**src/rtl/wb_bus_arbiter_pkg.sv**
```systemverilog
// Shared definitions for the two-master Wishbone arbiter: grant encodings,
// FSM state type, default watchdog sizing and the arbitration rule.
package wb_bus_arbiter_pkg;

    localparam logic [1:0] GNT_NONE = 2'd0;
    localparam logic [1:0] GNT_M0   = 2'd1;
    localparam logic [1:0] GNT_M1   = 2'd2;

    localparam int unsigned DEFAULT_TIMEOUT_CYCLES = 255;
    localparam int unsigned DEFAULT_TO_W           = 8;

    typedef enum logic [1:0] {
        ST_IDLE   = GNT_NONE,
        ST_GNT_M0 = GNT_M0,
        ST_GNT_M1 = GNT_M1
    } state_e;

    // Picks the next owner from the current requests; last_m1 is the previous winner.
    function automatic state_e arbitrate(
        input logic cyc0,
        input logic cyc1,
        input logic last_m1,
        input logic round_robin
    );
        if (cyc0 && cyc1) begin
            if (round_robin) begin
                return last_m1 ? ST_GNT_M0 : ST_GNT_M1;
            end
            return ST_GNT_M1;
        end
        if (cyc0) begin
            return ST_GNT_M0;
        end
        if (cyc1) begin
            return ST_GNT_M1;
        end
        return ST_IDLE;
    endfunction

endpackage

```
**src/rtl/wb_bus_arbiter_watchdog.sv**
```systemverilog
// Stall watchdog: counts consecutive stalled strobe cycles and raises a
// single-cycle abort when the limit is reached.
module wb_bus_watchdog
    import wb_bus_arbiter_pkg::*;
#(
    parameter int unsigned TIMEOUT_CYCLES = DEFAULT_TIMEOUT_CYCLES,
    parameter int unsigned TO_W           = DEFAULT_TO_W
) (
    input  logic clk_i,
    input  logic rst_ni,
    input  logic stb_i,
    input  logic ack_i,
    input  logic err_i,
    input  logic clear_i,
    output logic timeout_o
);

    localparam bit              ENABLE     = (TIMEOUT_CYCLES != 0);
    localparam logic [TO_W-1:0] LAST_COUNT = TO_W'(TIMEOUT_CYCLES - 1);

    logic [TO_W-1:0] cnt_q;
    logic [TO_W-1:0] cnt_d;
    logic            stalled;

    if (TIMEOUT_CYCLES >= (64'd1 << TO_W)) begin : g_bad_width
        $error("wb_bus_watchdog: TIMEOUT_CYCLES does not fit in TO_W bits");
    end

    // The cycle that would be the TIMEOUT_CYCLES-th stall is the abort cycle.
    always_comb begin
        stalled   = stb_i && !ack_i && !err_i;
        timeout_o = ENABLE && stalled && (cnt_q == LAST_COUNT);
        cnt_d     = '0;
        if (ENABLE && stalled && !clear_i && !timeout_o) begin
            cnt_d = cnt_q + 1'b1;
        end
    end

    always_ff @(posedge clk_i or negedge rst_ni) begin
        if (!rst_ni) begin
            cnt_q <= '0;
        end else begin
            cnt_q <= cnt_d;
        end
    end

endmodule

```
**src/rtl/wb_bus_arbiter.sv**
```systemverilog
// Two-master Wishbone arbiter: instruction master (m0, read-only) and data
// master (m1) share one slave port; the grant is locked for the whole cyc.
module wb_bus_arbiter
    import wb_bus_arbiter_pkg::*;
#(
    parameter int          ROUND_ROBIN    = 1,
    parameter int unsigned TIMEOUT_CYCLES = DEFAULT_TIMEOUT_CYCLES,
    parameter int unsigned TO_W           = DEFAULT_TO_W
) (
    input  logic        clk_i,
    input  logic        rst_ni,

    input  logic        m0_cyc_i,
    input  logic        m0_stb_i,
    input  logic [31:0] m0_addr_i,
    output logic [31:0] m0_dat_o,
    output logic        m0_ack_o,
    output logic        m0_err_o,

    input  logic        m1_cyc_i,
    input  logic        m1_stb_i,
    input  logic        m1_we_i,
    input  logic [3:0]  m1_sel_i,
    input  logic [31:0] m1_addr_i,
    input  logic [31:0] m1_dat_i,
    output logic [31:0] m1_dat_o,
    output logic        m1_ack_o,
    output logic        m1_err_o,

    output logic        s_cyc_o,
    output logic        s_stb_o,
    output logic        s_we_o,
    output logic [3:0]  s_sel_o,
    output logic [31:0] s_addr_o,
    output logic [31:0] s_dat_o,
    input  logic [31:0] s_dat_i,
    input  logic        s_ack_i,
    input  logic        s_err_i
);

    localparam logic RR = (ROUND_ROBIN != 0);

    state_e state_q;
    state_e state_d;
    logic   last_m1_q;
    logic   last_m1_d;
    logic   owner_cyc;
    logic   owner_stb;
    logic   timeout;

    always_comb begin
        owner_cyc = 1'b0;
        owner_stb = 1'b0;
        case (state_q)
            ST_GNT_M0: begin
                owner_cyc = m0_cyc_i;
                owner_stb = m0_stb_i;
            end
            ST_GNT_M1: begin
                owner_cyc = m1_cyc_i;
                owner_stb = m1_stb_i;
            end
            default: ;
        endcase
    end

    // Re-arbitrate whenever the bus is free or the owner has just dropped cyc,
    // so a waiting master takes over on the release edge itself.
    always_comb begin
        state_d   = state_q;
        last_m1_d = last_m1_q;
        if (state_q == ST_IDLE || !owner_cyc) begin
            state_d = arbitrate(m0_cyc_i, m1_cyc_i, last_m1_q, RR);
            if (state_d == ST_GNT_M0) begin
                last_m1_d = 1'b0;
            end else if (state_d == ST_GNT_M1) begin
                last_m1_d = 1'b1;
            end
        end
    end

    always_ff @(posedge clk_i or negedge rst_ni) begin
        if (!rst_ni) begin
            state_q   <= ST_IDLE;
            last_m1_q <= 1'b1;
        end else begin
            state_q   <= state_d;
            last_m1_q <= last_m1_d;
        end
    end

    wb_bus_watchdog #(
        .TIMEOUT_CYCLES(TIMEOUT_CYCLES),
        .TO_W          (TO_W)
    ) u_watchdog (
        .clk_i    (clk_i),
        .rst_ni   (rst_ni),
        .stb_i    (owner_cyc && owner_stb),
        .ack_i    (s_ack_i),
        .err_i    (s_err_i),
        .clear_i  (state_d != state_q),
        .timeout_o(timeout)
    );

    assign m0_dat_o = s_dat_i;
    assign m1_dat_o = s_dat_i;

    // The abort cycle masks cyc/stb to the slave and reports err to the owner.
    always_comb begin
        s_cyc_o  = 1'b0;
        s_stb_o  = 1'b0;
        s_we_o   = 1'b0;
        s_sel_o  = 4'h0;
        s_addr_o = 32'h0;
        s_dat_o  = 32'h0;
        m0_ack_o = 1'b0;
        m0_err_o = 1'b0;
        m1_ack_o = 1'b0;
        m1_err_o = 1'b0;
        case (state_q)
            ST_GNT_M0: begin
                s_cyc_o  = m0_cyc_i && !timeout;
                s_stb_o  = m0_stb_i && !timeout;
                s_sel_o  = 4'hF;
                s_addr_o = m0_addr_i;
                m0_ack_o = s_ack_i;
                m0_err_o = s_err_i || timeout;
            end
            ST_GNT_M1: begin
                s_cyc_o  = m1_cyc_i && !timeout;
                s_stb_o  = m1_stb_i && !timeout;
                s_we_o   = m1_we_i;
                s_sel_o  = m1_sel_i;
                s_addr_o = m1_addr_i;
                s_dat_o  = m1_dat_i;
                m1_ack_o = s_ack_i;
                m1_err_o = s_err_i || timeout;
            end
            default: ;
        endcase
    end

endmodule

```
**config.mk**
```make
export PLATFORM = sky130hd
export DESIGN_NAME = wb_bus_arbiter
export DESIGN_NICKNAME = d
export VERILOG_FILES = /design/src/rtl/wb_bus_arbiter_pkg.sv /design/src/rtl/wb_bus_arbiter_watchdog.sv /design/src/rtl/wb_bus_arbiter.sv
export SDC_FILE = /design/constraint.sdc
export NUM_CORES = 1
export LEC_CHECK = 0
export CAP_MARGIN = 30
export CORE_AREA = 4 4 107 109
export CTS_BUF_LIST = sky130_fd_sc_hd__clkbuf_4
export CTS_CLUSTER_SIZE = 28
export DETAILED_ROUTE_END_ITERATION = 10
export DIE_AREA = 0 0 111 113
export HOLD_SLACK_MARGIN = 0.1
export PLACE_DENSITY = 0.62
export SYNTH_ARGS = -nofsm -noshare
export SYNTH_HDL_FRONTEND = slang
export SYNTH_SLANG_ARGS = --single-unit
```
**constraint.sdc**
```tcl
create_clock -name clk_i -period 5.7 [get_ports clk_i]
set_clock_uncertainty 0.1 [all_clocks]
set_input_delay 1.14 -clock clk_i [delete_from_list [all_inputs] [get_ports clk_i]]
set_output_delay 1.14 -clock clk_i [all_outputs]
set_load 0.005 [all_outputs]
```
==> impl_metrics.csv, run 1 <==
group,metric,value,unit
layout,drive_gt1_share,4.59,%
floorplanning,die-width,111,um
global_routing,grt_pass1_wl,11.8,mm
yosys,yosys.area_share.xor_xnor,1.78,%
clock_network,cts_setup_buffers,0,
yosys,synth_top_family_by_area,"simple AND/OR/NAND/NOR gates",
placement,dp_slack,1.34,ns
sta,fmax,0.231,GHz
floorplanning,dieArea,12500,um2
yosys,synth_ff_type,"dfrtp_1",
sta,finalSetupViolCount,0,
worst_hold_path,min_path_type,"reg2reg",
worst_setup_path,path_max_fanout,6,
clock_network,clockBufferDepth,2,
pwr,vdd_drop_max,0.174,mV
run_status,status,"finished clean",
clock_network,insertion_delay,0.26,ns
routing,wl,7.70,mm
layout,diodes,0,
global_routing,grt_pass1_vias,2351,
sta,rsz0062_at_grt,"false",
clock_network,cts_made_buffers,3,
routing,wl_per_cell,15.1,um
floorplanning,start_util,18.5,%
yosys,yosys.area_share.simple,30.7,%
pwr,leakagePower,0.00123,uW
layout,postLayoutCellArea,3480,um2
yosys,synth-edff-count,0,
sta,relSlewSlack,59.2,%
worst_setup_path,required,4.46,ns
run,maxCapViolations,0,
worst_setup_path,crit_path_end_kind,"output port",
global_routing,grtUsageTotal,11.3,%
clock_network,ctsHtreeMaxLevel,1,
layout,n_fill_cell,1090,
sta,hold_viol_final,0,
global_routing,antenna_found_initial,0,
yosys,synth_compound_area_share,19.4,%
floorplanning,die_h,113,um
placement,dp_hpwl,6.36,mm
clock_network,root_buffer,"clkbuf_4",
worst_setup_path,arrival,3.10,ns
placement,portBuffers,183,
layout,final_nets,518,
yosys,syn-cell-area,1960,um2
layout,area_growth,77.3,%
global_routing,grt_max_degree,66,
sta,drv_slew,0,
sta,fin_crit_sh,76.1,%
global_routing,gr-total-overflow,0,
yosys,syn_nets,407,
yosys,yosysWarnings,0,
pwr,powerDensity,224,nW/um2
yosys,muxShareOfSynthArea,1.59,%
worst_hold_path,hold_depth,1,
floorplanning,rows,38,
floorplanning,ios,280,
yosys,synthDistinctLibCells,34,
yosys,synth_cells,260,
yosys,syn_avg_cell_area,7.56,um2
sta,tightestPinTransition,0.612,ns
sta,period_minus_slack,4.34,ns
routing,drt-pass1-iter-count,4,
clock_network,cts-resized-gates,0,
clock_network,path_clk_slew,0.07,ns
clock_network,clock-sinks,11,
placement,placed_area,3450,um2
sta,tns,0,ns
clock_network,cts_tree,"done",
yosys,synthAdderAreaFrac,3.82,%
worst_setup_path,reg2reg_depth,5,
placement,routabilityCongestion,0.795,
routing,via_count,2172,
floorplanning,coreArea,10600,um2
worst_setup_path,critPathKind,"in2out",
yosys,synth-seq-cells,11,
routing,drt-initial-drc-count,74,
routing,drc,0,
yosys,synth-seq-area-share,14.1,%
routing,ant_nets,0,
yosys,async_flop_share,100,%
routing,vias_per_cell,4.26,
worst_setup_path,crit_path_start_kind,"primary input",
sta,finalWorstSetupSlack,1.36,ns
clock_network,holdBufCountCts,0,
==> worst paths after layout <==
check / slack [ns] / start / to
max in group asynchronous: 4.04 / rst_ni / last_m1_q$_DFFE_PN1P_
hold / removal: 0.40 / u_watchdog.cnt_q[0]$_DFF_PN0_ / u_watchdog.cnt_q[0]$_DFF_PN0_
hold reg to reg: 0.40 / u_watchdog.cnt_q[0]$_DFF_PN0_ / u_watchdog.cnt_q[0]$_DFF_PN0_
min in group asynchronous: 1.10 / rst_ni / u_watchdog.cnt_q[7]$_DFF_PN0_
setup / recovery: 1.36 / m1_cyc_i / s_cyc_o
setup reg to reg: 3.58 / state_q[1]$_DFF_PN0_ / state_q[0]$_DFF_PN0_
==> layout make-up <==
cell class / instances / area (um2) / share of cell area [%]
Tap cell: 140 / 175 / 5.03
Multi-Input combinational cell: 164 / 1130 / 32.4
Clock buffer: 4 / 30.0 / 0.862
Timing Repair Buffer: 186 / 1850 / 53.2
Inverter: 5 / 18.8 / 0.539
Sequential cell: 11 / 277 / 7.94
==> cell usage after synthesis (all sizes together) (4+ instances only) <==
cell / instances / area [um2]
nor2: 5 / 18.8
nor3: 7 / 40.0
buf: 71 / 509
inv: 5 / 18.8
nand2: 4 / 15.0
nand3: 4 / 20.0
nor2b: 36 / 225
dfrtp: 10 / 250
clkbuf: 9 / 33.8
a21oi: 9 / 45.0
a22oi: 34 / 255
ha: 6 / 75.1
and2: 35 / 219
==> state kept, by name, summed over array words and instances (netlist names) <==
register	count
last_m1_q	1
state_q	2
u_watchdog.cnt_q	8
==> worst max-delay path: stages <==
cell and delay (ns):
clkdlybuf4s50_1 0.52, a22oi_1 0.31, and4bb_2 0.30, a21bo_2 0.21
nor2_1 0.11, clkdlybuf4s50_1 0.51
==> metrics by stage <==
step           utilization, %  cells  hold slack [ns]  total power (uW)
6_report                 32.9    510            0.404               781
5_1_grt                  32.9    510            0.422               850
4_1_cts                  32.9    510            0.408               798
3_5_place_dp             32.6    506            0.397               736
3_3_place_gp             32.6    506            0.378               730
2_1_floorplan               -    260            0.367               413
==> power breakdown <==
| part | leakage, uW | internal [uW] | total [uW] | switching (uW) |
|---|---|---|---|---|
| combinational | 0.00106 | 379 | 625 | 247 |
| clock | 0.0000184 | 31.8 | 56.4 | 24.6 |
| sequential | 0.000147 | 88.5 | 98.7 | 10.2 |
| total | 0.00123 | 499 | 781 | 281 |
==> placed cells by master (no fill, tap or decap) <==
cell	n
clkbuf_4	4
nand3_1	4
nand2b_1	1
o31ai_2	1
o41ai_1	1
a21o_1	1
mux2_2	1
a2111oi_2	1
nor2_1	5
or3_1	2
ha_2	1
nand4_1	1
nor3b_2	1
and4bb_2	1
and2_1	35
xnor2_1	2
clkdlybuf4s50_1	183
o31ai_1	1
dfrtp_1	10
nor3_1	6
ha_1	5
nor2b_1	36
nand2_1	4
and2b_1	2
dfstp_2	1
a22oi_1	34
xor2_1	2
nor3_2	1
inv_1	5
o21ai_0	2
buf_4	3
a21bo_2	2
a21oi_1	9
mux2i_1	2
==> cell families after synthesis <==
| logic type | count (synthesis) |
|---|---|
| simple gates | 99 |
| buf+inv | 85 |
| compound gates | 52 |
| flops | 11 |
| fa+ha+maj | 6 |
| xor+xnor | 4 |
| mux | 3 |
==> metal layers <==
layer | wire length, um | track usage (%)
met2 | 3950 | 21.7
met3 | 903 | 4.22
met4 | 161 | 3.86
met5 | 0 | 0
met1 | 2690 | 11.2
No activity file was read; power rests on OpenSTA's default activity.
==> run 2: changes to the inputs <==
Settings changed: CORE_AREA 4 4 107 109 to 4 4 106 108, DIE_AREA 0 0 111 113 to 0 0 110 112, PLACE_DENSITY 0.62 to 0.65.
Clock period 5.7 ns to 3.78 ns, I/O delays scaled along.
==> run 2 against run 1 <==
Final cell count down 0.39%. Highest routed layer unchanged. Clock-buffer cell count did not move. Largest power group unchanged. Worst setup slack got worse by 1.1 ns. Total power is 53% higher. Register-to-register slack lost 1.8 ns. Critical path type unchanged. Die area shrank 1.8%. Critical path depth is the same. Sequential share of layout area about the same. Via count is 0.55% higher. Hold slack improved by 0.0042 ns. Sequential cell count unchanged. Largest cell class unchanged.
==> impl_metrics.csv, run 2 (same netlist as run 1, synthesis figures left out) <==
group,metric,value,unit
clock_network,cts_setup_buffers,0,
routing,via_count,2184,
worst_hold_path,min_to,"u_watchdog.cnt_q[0]$_DFF_PN0_",
sta,finalSetupViolCount,0,
global_routing,grt_pass1_vias,2200,
sta,drv_slew,0,
worst_setup_path,rr_startpoint,"state_q[1]$_DFF_PN0_",
placement,portBuffers,183,
routing,ant_nets,0,
layout,diodes,0,
layout,n_fill_cell,1046,
global_routing,grt_use_met2,23.3,%
clock_network,ctsHtreeMaxLevel,1,
worst_setup_path,crit_path_top_delay_cell,"clkdlybuf4s50_1",
sta,fmax,0.283,GHz
clock_network,cts-resized-gates,0,
routing,wl_per_cell,16.2,um
floorplanning,ios,280,
global_routing,grt_max_degree,57,
worst_hold_path,hold_path.startpoint,"u_watchdog.cnt_q[0]$_DFF_PN0_",
layout,largest_reg_flops,8,
placement,dp_slack,0.282,ns
worst_setup_path,reg2reg_depth,4,
global_routing,grtUsageMet1,11.3,%
sta,tightestPinTransition,0.642,ns
layout,layout_commonest_cell,"clkdlybuf4s50_1",
worst_setup_path,crit_path_end_kind,"output port",
sta,finalWorstSetupSlack,0.251,ns
clock_network,cts_tree,"done",
routing,vias_per_cell,4.30,
worst_setup_path,critPathKind,"in2out",
sta,tns,0,ns
pwr,finalPower,1200,uW
worst_setup_path,required,2.92,ns
clock_network,root_buffer,"clkbuf_4",
clock_network,insertion_delay,0.27,ns
placement,routabilityCongestion,0.850,
worst_setup_path,ff2ff_setup_slack,1.76,ns
placement,dp_hpwl,7.16,mm
sta,fin_crit_sh,93.4,%
worst_hold_path,hold_depth,1,
clock_network,holdBufCountCts,0,
run_status,status,"finished clean",
run,maxCapViolations,0,
global_routing,grtUsageTotal,12.0,%
global_routing,gr-total-overflow,0,
clock_network,cts_made_buffers,3,
pwr,leakagePower,0.00124,uW
layout,regMostFlops,"u_watchdog.cnt_q",
sta,period_minus_slack,3.53,ns
global_routing,use_met3,4.99,%
sta,relSlewSlack,56.9,%
global_routing,grt_busiest_layer,"met2",
sta,rsz0062_at_grt,"false",
worst_hold_path,min_path_type,"reg2reg",
global_routing,antenna_found_initial,0,
pwr,vdd_drop_max,0.172,mV
floorplanning,rows,37,
routing,drc,0,
worst_setup_path,r2r_end,"state_q[0]$_DFF_PN0_",
clock_network,clock-sinks,11,
layout,area_growth,77.8,%
placement,placedCellCount,504,
global_routing,grt_pass1_wl,11.6,mm
worst_setup_path,path_max_fanout,6,
layout,drive_gt1_share,5.11,%
worst_setup_path,crit_top_cell,"clkdlybuf4s50_1",
clock_network,clockBufferDepth,2,
worst_setup_path,critPathMaxStageDelay,0.52,ns
floorplanning,die_h,112,um
routing,drt-initial-drc-count,109,
floorplanning,die-width,110,um
worst_setup_path,path_cells,"clkdlybuf4s50_1 -> a22oi_1 -> and4bb_2 -> a21bo_2 -> nor2_1 -> clkdlybuf4s50_1",
worst_setup_path,crit_path_start_kind,"primary input",
layout,reg_top3,"u_watchdog.cnt_q: 8 flops, state_q: 2 flops, last_m1_q: 1 flops",
pwr,powerDensity,342,nW/um2
routing,drt-pass1-iter-count,4,
layout,instances_no_fill,508,
layout,final_cell_mix,"clkdlybuf4s50_1, nor2b_1, and2_1",
routing,wl,8.25,mm
sta,hold_viol_final,0,
floorplanning,coreArea,10200,um2
clock_network,path_clk_slew,0.07,ns
floorplanning,start_util,19.2,%
worst_setup_path,arrival,2.67,ns
layout,fin_util,34.1,%
worst_setup_path,path_delay_family,"buffers and inverters",
worst_setup_path,crit_buf_inv,2,
layout,final_nets,520,
floorplanning,dieArea,12300,um2
## run 2: changes by cell type in the layout (fill, tap and decap cells not counted)
cell	change
buf_4	+2
## run 2: area by class of cell
class	count	area, um2	share of cell area (%)
timing repair buffer	188	1870	53.5
clock buffer	4	30.0	0.860
inverter	5	18.8	0.537
multi-input combinational	164	1130	32.3
tap	136	170	4.87
sequential	11	277	7.92
## run 2: report_power, final
group	total (uW)	leakage [uW]	internal (uW)	switching (uW)
Combinational	959	0.00107	581	379
Sequential	150	0.000147	133	16.4
Clock	86.6	0.0000184	48.0	38.5
Total	1200	0.00124	762	434
## run 2: routing by layer
layer	wire length, um	vias up	share of wire (%)
met5	0	-	0
met4	119	0	1.4
met3	1180	15	14
met2	4350	179	53
met1	2600	954	32
li1	-	1036	-
## run 2: worst max path at each step
| stage | slack (ns) | depth (start not counted) | from | to |
|---|---|---|---|---|
| after floorplan | 1.37 | 4 | m0_cyc_i | m0_err_o |
| after global placement | 0.31 | 6 | m1_cyc_i | s_cyc_o |
| after detailed placement | 0.28 | 6 | m1_cyc_i | s_stb_o |
| after CTS | 0.27 | 6 | m1_cyc_i | s_cyc_o |
| after global routing | 0.13 | 6 | m1_cyc_i | s_stb_o |
| final | 0.25 | 6 | m1_cyc_i | s_stb_o |
## run 2: stage by stage
stage / hold WS (ns) / area [um2]
2_1_floorplan: 0.360 / 1960
5_1_grt: 0.421 / 3490
6_report: 0.408 / 3490
3_3_place_gp: 0.386 / 3460
3_5_place_dp: 0.389 / 3460
4_1_cts: 0.402 / 3490
